[src/rtl/debug_snapshot_sender_pkg.sv]
// Shared constants and state encoding for the snapshot dump sequencer.
package debug_snapshot_sender_pkg;

    localparam int unsigned CANT_BITS_CONTROL_DEF = 4;
    localparam int unsigned LONGITUD_DATO_DEF     = 32;
    localparam int unsigned WIDTH_BYTE_DEF        = 8;
    localparam int unsigned PRIMER_CODIGO_DEF     = 2;
    localparam int unsigned ULTIMO_CODIGO_DEF     = 11;
    localparam int unsigned BYTES_PER_WORD        = LONGITUD_DATO_DEF / WIDTH_BYTE_DEF;

    // Control codes 0 and 1 are fixed by the snapshot store; 12+ would clear it.
    localparam int unsigned CTRL_HOLD    = 0;
    localparam int unsigned CTRL_CAPTURE = 1;

    typedef enum logic [2:0] {
        ST_IDLE    = 3'd0,
        ST_CAPTURE = 3'd1,
        ST_SELECT  = 3'd2,
        ST_LATCH   = 3'd3,
        ST_SEND    = 3'd4,
        ST_WAIT_TX = 3'd5,
        ST_DONE    = 3'd6
    } state_e;

endpackage

[src/rtl/debug_snapshot_sender_if.sv]
// Snapshot-store read-out and UART transmit handshake bundle.
interface debug_snapshot_sender_if
    import debug_snapshot_sender_pkg::*;
#(
    parameter int unsigned CANT_BITS_CONTROL = CANT_BITS_CONTROL_DEF,
    parameter int unsigned LONGITUD_DATO     = LONGITUD_DATO_DEF,
    parameter int unsigned WIDTH_BYTE        = WIDTH_BYTE_DEF
);
    logic [CANT_BITS_CONTROL-1:0] o_control;
    logic [LONGITUD_DATO-1:0]     i_dato;
    logic                         o_tx_start;
    logic [WIDTH_BYTE-1:0]        o_tx_data;
    logic                         i_tx_done;

    modport master (
        output o_control, o_tx_start, o_tx_data,
        input  i_dato, i_tx_done
    );

    modport slave (
        input  o_control, o_tx_start, o_tx_data,
        output i_dato, i_tx_done
    );
endinterface

[src/rtl/debug_snapshot_sender_word_byte_serializer.sv]
// Holds one snapshot word and presents it MSB-first, one byte at a time.
module debug_snapshot_sender_word_byte_serializer
    import debug_snapshot_sender_pkg::*;
#(
    parameter int unsigned LONGITUD_DATO = LONGITUD_DATO_DEF,
    parameter int unsigned WIDTH_BYTE    = WIDTH_BYTE_DEF
) (
    input  logic                     clk,
    input  logic                     rst_n,
    input  logic                     load_word,
    input  logic                     shift_byte,
    input  logic [LONGITUD_DATO-1:0] word,
    output logic [WIDTH_BYTE-1:0]    byte_out,
    output logic                     last_byte
);
    localparam int unsigned BYTES = LONGITUD_DATO / WIDTH_BYTE;
    localparam int unsigned CNT_W = (BYTES > 1) ? $clog2(BYTES) : 1;

    logic [LONGITUD_DATO-1:0] shift_q;
    logic [CNT_W-1:0]         cnt_q;
    logic                     last_q;

    // Load restarts the byte count; each shift exposes the next lower byte.
    always_ff @(posedge clk or negedge rst_n) begin
        if (!rst_n) begin
            shift_q <= '0;
            cnt_q   <= '0;
            last_q  <= 1'b0;
        end else if (load_word) begin
            shift_q <= word;
            cnt_q   <= '0;
            last_q  <= (BYTES == 1);
        end else if (shift_byte) begin
            shift_q <= shift_q << WIDTH_BYTE;
            cnt_q   <= cnt_q + 1'b1;
            last_q  <= (cnt_q == CNT_W'(BYTES - 2));
        end
    end

    assign byte_out  = shift_q[LONGITUD_DATO-1 -: WIDTH_BYTE];
    assign last_byte = last_q;

endmodule

[src/rtl/debug_snapshot_sender.sv]
// Freezes a pipeline snapshot, walks read-out codes and streams each word to the UART.
module debug_snapshot_sender
    import debug_snapshot_sender_pkg::*;
#(
    parameter int unsigned CANT_BITS_CONTROL = CANT_BITS_CONTROL_DEF,
    parameter int unsigned LONGITUD_DATO     = LONGITUD_DATO_DEF,
    parameter int unsigned WIDTH_BYTE        = WIDTH_BYTE_DEF,
    parameter int unsigned PRIMER_CODIGO     = PRIMER_CODIGO_DEF,
    parameter int unsigned ULTIMO_CODIGO     = ULTIMO_CODIGO_DEF
) (
    input  logic                     i_clock,
    input  logic                     i_soft_reset,
    input  logic                     i_start,
    debug_snapshot_sender_if.master  bus,
    output logic                     o_busy,
    output logic                     o_done
);
    localparam int unsigned CB = CANT_BITS_CONTROL;

    state_e           state_q, state_d;
    logic [CB-1:0]    code_q, code_d;
    logic [CB-1:0]    control_q, control_d;
    logic             tx_start_q, busy_q, done_q;
    logic             load_c, shift_c, last_byte;
    logic [WIDTH_BYTE-1:0] byte_w;

    debug_snapshot_sender_word_byte_serializer #(
        .LONGITUD_DATO (LONGITUD_DATO),
        .WIDTH_BYTE    (WIDTH_BYTE)
    ) u_serializer (
        .clk        (i_clock),
        .rst_n      (i_soft_reset),
        .load_word  (load_c),
        .shift_byte (shift_c),
        .word       (bus.i_dato),
        .byte_out   (byte_w),
        .last_byte  (last_byte)
    );

    always_ff @(posedge i_clock or negedge i_soft_reset) begin
        if (!i_soft_reset) begin
            state_q <= ST_IDLE;
            code_q  <= '0;
        end else begin
            state_q <= state_d;
            code_q  <= code_d;
        end
    end

    // Next state, strobes, and the control code that goes with the next state.
    always_comb begin
        state_d   = state_q;
        code_d    = code_q;
        load_c    = 1'b0;
        shift_c   = 1'b0;
        control_d = CB'(CTRL_HOLD);
        case (state_q)
            ST_IDLE:    if (i_start) state_d = ST_CAPTURE;
            ST_CAPTURE: begin
                code_d  = CB'(PRIMER_CODIGO);
                state_d = ST_SELECT;
            end
            ST_SELECT:  state_d = ST_LATCH;
            ST_LATCH: begin
                load_c  = 1'b1;
                state_d = ST_SEND;
            end
            ST_SEND:    state_d = ST_WAIT_TX;
            ST_WAIT_TX: begin
                if (bus.i_tx_done) begin
                    if (!last_byte) begin
                        shift_c = 1'b1;
                        state_d = ST_SEND;
                    end else if (code_q < CB'(ULTIMO_CODIGO)) begin
                        code_d  = code_q + 1'b1;
                        state_d = ST_SELECT;
                    end else begin
                        state_d = ST_DONE;
                    end
                end
            end
            ST_DONE:    state_d = ST_IDLE;
            default:    state_d = ST_IDLE;
        endcase
        case (state_d)
            ST_CAPTURE: control_d = CB'(CTRL_CAPTURE);
            ST_SELECT:  control_d = code_d;
            default:    control_d = CB'(CTRL_HOLD);
        endcase
    end

    // Outputs are registered from the next state so they line up with it.
    always_ff @(posedge i_clock or negedge i_soft_reset) begin
        if (!i_soft_reset) begin
            control_q  <= '0;
            tx_start_q <= 1'b0;
            busy_q     <= 1'b0;
            done_q     <= 1'b0;
        end else begin
            control_q  <= control_d;
            tx_start_q <= (state_d == ST_SEND);
            busy_q     <= (state_d != ST_IDLE);
            done_q     <= (state_d == ST_DONE);
        end
    end

    assign bus.o_control  = control_q;
    assign bus.o_tx_start = tx_start_q;
    assign bus.o_tx_data  = byte_w;
    assign o_busy         = busy_q;
    assign o_done         = done_q;

endmodule
[src/flat_wrapper.sv]
// flat-port wrapper written by rule: the top's interface ports become plain ports
module debug_snapshot_sender_flat import debug_snapshot_sender_pkg::*;
#(
    parameter int unsigned CANT_BITS_CONTROL = CANT_BITS_CONTROL_DEF,
    parameter int unsigned LONGITUD_DATO     = LONGITUD_DATO_DEF,
    parameter int unsigned WIDTH_BYTE        = WIDTH_BYTE_DEF,
    parameter int unsigned PRIMER_CODIGO     = PRIMER_CODIGO_DEF,
    parameter int unsigned ULTIMO_CODIGO     = ULTIMO_CODIGO_DEF
)
  (i_clock, i_soft_reset, i_start, o_busy, o_done, bus_o_control, bus_o_tx_start, bus_o_tx_data, bus_i_dato, bus_i_tx_done);
  debug_snapshot_sender_if #(.CANT_BITS_CONTROL(CANT_BITS_CONTROL), .LONGITUD_DATO(LONGITUD_DATO), .WIDTH_BYTE(WIDTH_BYTE)) bus_i ();
  input  logic i_clock;
  input  logic i_soft_reset;
  input  logic i_start;
  output logic o_busy;
  output logic o_done;
  output wire logic [$bits(bus_i.o_control)-1:0] bus_o_control;
  output wire logic [$bits(bus_i.o_tx_start)-1:0] bus_o_tx_start;
  output wire logic [$bits(bus_i.o_tx_data)-1:0] bus_o_tx_data;
  input wire logic [$bits(bus_i.i_dato)-1:0] bus_i_dato;
  input wire logic [$bits(bus_i.i_tx_done)-1:0] bus_i_tx_done;
  assign bus_o_control = bus_i.o_control;
  assign bus_o_tx_start = bus_i.o_tx_start;
  assign bus_o_tx_data = bus_i.o_tx_data;
  assign bus_i.i_dato = bus_i_dato;
  assign bus_i.i_tx_done = bus_i_tx_done;
  debug_snapshot_sender #(.CANT_BITS_CONTROL(CANT_BITS_CONTROL), .LONGITUD_DATO(LONGITUD_DATO), .WIDTH_BYTE(WIDTH_BYTE), .PRIMER_CODIGO(PRIMER_CODIGO), .ULTIMO_CODIGO(ULTIMO_CODIGO)) u_core (.i_clock(i_clock), .i_soft_reset(i_soft_reset), .i_start(i_start), .bus(bus_i), .o_busy(o_busy), .o_done(o_done));
endmodule
[config.mk]
export PLATFORM = sky130hd
export DESIGN_NAME = debug_snapshot_sender_flat
export DESIGN_NICKNAME = d
export VERILOG_FILES = /design/src/rtl/debug_snapshot_sender_pkg.sv /design/src/rtl/debug_snapshot_sender_if.sv /design/src/rtl/debug_snapshot_sender_word_byte_serializer.sv /design/src/rtl/debug_snapshot_sender.sv /design/src/flat_wrapper.sv
export SDC_FILE = /design/constraint.sdc
export NUM_CORES = 1
export LEC_CHECK = 0
export BUFFER_PORTS_ARGS = -buffer_cell sky130_fd_sc_hd__buf_2
export CAP_MARGIN = 20
export CORE_ASPECT_RATIO = 2
export CORE_UTILIZATION = 30
export DETAILED_ROUTE_END_ITERATION = 16
export GPL_TIMING_DRIVEN = 1
export PLACE_DENSITY = 0.59
export SYNTH_ARGS = -nofsm -noshare
export SYNTH_HDL_FRONTEND = slang
export SYNTH_SLANG_ARGS = --single-unit
[constraint.sdc]
create_clock -name i_clock -period 1.9 [get_ports i_clock]
set_input_delay 0.19 -clock i_clock [delete_from_list [all_inputs] [get_ports i_clock]]
set_output_delay 0.19 -clock i_clock [all_outputs]
set_load 0.005 [all_outputs]
==> impl_metrics.env <==
export IMPL_outcome="finished, violations left"
export IMPL_violations="hold timing"
export IMPL_hold_violations=6
export IMPL_syn_num_nets=250
export IMPL_initial_core_util_pct=31.0
export IMPL_ctsHoldBuffers=0
export IMPL_root_buffer="clkbuf_16"
export IMPL_synthXorXnorAreaFrac_pct=0.749
export IMPL_drc=0
export IMPL_die_w_um=64.4
export IMPL_cts_setup_buffers=0
export IMPL_routed_wl_um=5060
export IMPL_synth_edf_count=0
export IMPL_startpoint_type="register"
export IMPL_utilization_pct=37.0
export IMPL_rsz0062_at_grt="false"
export IMPL_grt_max_degree=50
export IMPL_routedWlPerCell_um=14.5
export IMPL_worst_hold_slack_ns=-0.00656
export IMPL_portBuffers=50
export IMPL_gr_usage_all_layers_pct=13.5
export IMPL_place_congestion=0.724
export IMPL_ys_flop_type="dfrtp_1"
export IMPL_dpl_cell_count=341
export IMPL_cts_tree="yes"
export IMPL_worst_setup_path_end_kind="register"
export IMPL_setup_tns_ns=0
export IMPL_ir_drop_uv=427
export IMPL_gr_max_usage_layer="met2"
export IMPL_seq_area_frac_synth_pct=52.5
export IMPL_n_antenna_cell=0
export IMPL_slew_headroom_pct=57.7
export IMPL_fin_skew_ns=0.00461
export IMPL_die_area_mm2=0.00817
export IMPL_instances_no_fill=349
export IMPL_synthSimpleGateAreaFrac_pct=17.6
export IMPL_postRouteAntennaNets=0
export IMPL_fmax_mhz=645
export IMPL_post_route_period_util_pct=81.6
export IMPL_die_y_um=127
export IMPL_use_met3_pct=2.25
export IMPL_clkSinkCount=49
export IMPL_synth_area_mux_share_pct=0
export IMPL_max_cap_viol_count=0
export IMPL_insertion_delay_ns=0.29
export IMPL_cts_resized=0
export IMPL_grt_pass1_vias=1675
export IMPL_crit_required_ns=2.13
export IMPL_fin_ws_ns=0.349
export IMPL_synth_compound_area_share_pct=21.2
export IMPL_synth_avg_cell_area_um2=11.0
export IMPL_num_io_pins=51
export IMPL_critical_path_max_fanout=11
export IMPL_ys_types=41
export IMPL_synthTopCellsByArea="dfrtp_1 (52%), a221o_1 (10%), and2_1 (4.8%)"
export IMPL_synth_top_area_share_pct=52.5
export IMPL_setup_viol=0
export IMPL_synth_seq_cells=49
export IMPL_grt_met2_usage_pct=21.1
export IMPL_areaGrowthSynthToFinish_pct=19.3
export IMPL_synthCells=212
export IMPL_fillers=791
export IMPL_grt_ovfl_total=0
export IMPL_synth_area_mm2=0.00234
export IMPL_hpwl_um=3540
export IMPL_synth_top_area_cell="dfrtp_1"
export IMPL_clkTransAtPathRegs_ns=0.07
export IMPL_final_max_slew_violation_count=0
export IMPL_vias=1782
export IMPL_numCtsBuffers=5
export IMPL_synth_fa_ha_area_share_pct=1.07
export IMPL_nNetsFinal=292
export IMPL_dpl_worst_slack_ns=0.356
export IMPL_grtUsageMet1_pct=17.4
export IMPL_worst_slew_pin_slew_ns=0.635
export IMPL_hold_class="primary input to async pin"
export IMPL_critPathKind="register to register"
export IMPL_synth_top_family_by_area="compound AO/OA/AOI/OAI gates"
export IMPL_antenna_found_initial=0
export IMPL_cts_buffer_depth=2
export IMPL_htreeDepth=2
export IMPL_p_per_area_mw_per_mm2=1500
export IMPL_arrival_ns=1.78
export IMPL_first_iter_violations=161
export IMPL_fin_crit_ns=1.55
export IMPL_placementRows=45
export IMPL_via_per_inst=5.11
export IMPL_core_area_mm2=0.00754
export IMPL_drt_pass1_iterations=5
export IMPL_yosysWarnings=0
export IMPL_layout_drive_gt1_share_pct=27.8
export IMPL_p_leak_nw=1.35
export IMPL_grt_pass1_wl_um=8480
export IMPL_async_reset_ff_share_pct=100
[flip-flops by register name, indices dropped and copies added (netlist names)]
register	cells
u_core.state_q	3
u_core.o_done	1
u_core.u_serializer.cnt_q	2
u_core.bus.o_tx_start	1
u_core.o_busy	1
u_core.bus.o_control	4
u_core.u_serializer.last_byte	1
u_core.code_q	4
u_core.u_serializer.shift_q	32
[per-stage QoR]
step / area (um2) / power, mW
3_3_place_gp: 2620 / 3.16
6_report: 2790 / 4.18
3_5_place_dp: 2620 / 3.20
2_1_floorplan: 2340 / 2.89
5_1_grt: 2790 / 4.48
4_1_cts: 2790 / 4.22
[worst max-delay path, cell delays in order, from the launching register on]
cell	delay, ns
dfrtp_1	0.40
buf_4	0.19
nand2b_1	0.27
or4b_1	0.54
nand3_1	0.09
[synthesized netlist by cell type, types with 4 or more instances]
cell type	instances
o211a_1	6
a21oi_1	9
and2_1	18
dfrtp_1	49
a221o_1	24
nand3_1	5
nand2_1	18
buf_2	5
o21ai_0	12
clkbuf_1	5
nor2_1	9
nand2b_1	4
buf_4	11
[final cells by class]
cell class	count	area (um2)	area share (%)
clock buffer	6	129	4.62
clock inverter	2	38.8	1.39
sequential	49	1230	44.0
inverter	2	7.51	0.269
tap	94	118	4.22
multi-input combinational	137	952	34.1
timing repair buffer	59	318	11.4
[kinds of logic (layout without fill, tap and decap cells)]
logic type,count (synthesis),in the layout
simple gates,71,71
fa+ha+maj,2,2
buf+inv,26,69
compound gates,62,62
xor+xnor,2,2
flops,49,49
[metal layers]
| metal | up-vias | share of wire (%) |
|---|---|---|
| li1 | 857 | - |
| met1 | 879 | 42 |
| met2 | 38 | 52 |
| met3 | 8 | 3.4 |
| met4 | 0 | 2.8 |
| met5 | - | 0 |
[power by group]
group          switching [mW]  internal [mW]
sequential              0.255           1.47
clock                   0.392          0.624
combinational           0.711          0.730
total                    1.36           2.83
[cells in the final DEF (no fill, tap or decap), drive strengths merged, types with 2 or more instances in the layout]
cell type,count
nand2b,4
nor2,9
o21ai,13
nor2b,2
and2,18
ha,2
o211a,6
buf,59
a221o,24
inv,2
nand2,18
and3b,2
clkbuf,6
xnor2,2
dfrtp,49
nand3b,2
o31ai,2
a21oi,9
a31oi,2
and3,2
or4b,2
nand3,5
[path summary, 6_finish.rpt]
path	start	to	slack [ns]	depth (start not counted)
worst max-delay path	u_core.state_q[1]$_DFF_PN0_	u_core.code_q[2]$_DFF_PN0_	0.35	4
worst min-delay path	i_soft_reset	u_core.bus.o_control[2]$_DFF_PN0_	-0.007	2
worst max register to register	u_core.state_q[1]$_DFF_PN0_	u_core.code_q[2]$_DFF_PN0_	0.35	4
worst min register to register	u_core.u_serializer.shift_q[1]$_DFFE_PN0P_	u_core.u_serializer.shift_q[9]$_DFFE_PN0P_	0.51	1
max in group asynchronous	i_soft_reset	u_core.u_serializer.shift_q[16]$_DFFE_PN0P_	1.47	2
min in group i_clock	bus_i_dato[4]	u_core.u_serializer.shift_q[4]$_DFFE_PN0P_	0.10	3
Note: power is estimated with default switching activity, not from simulation.
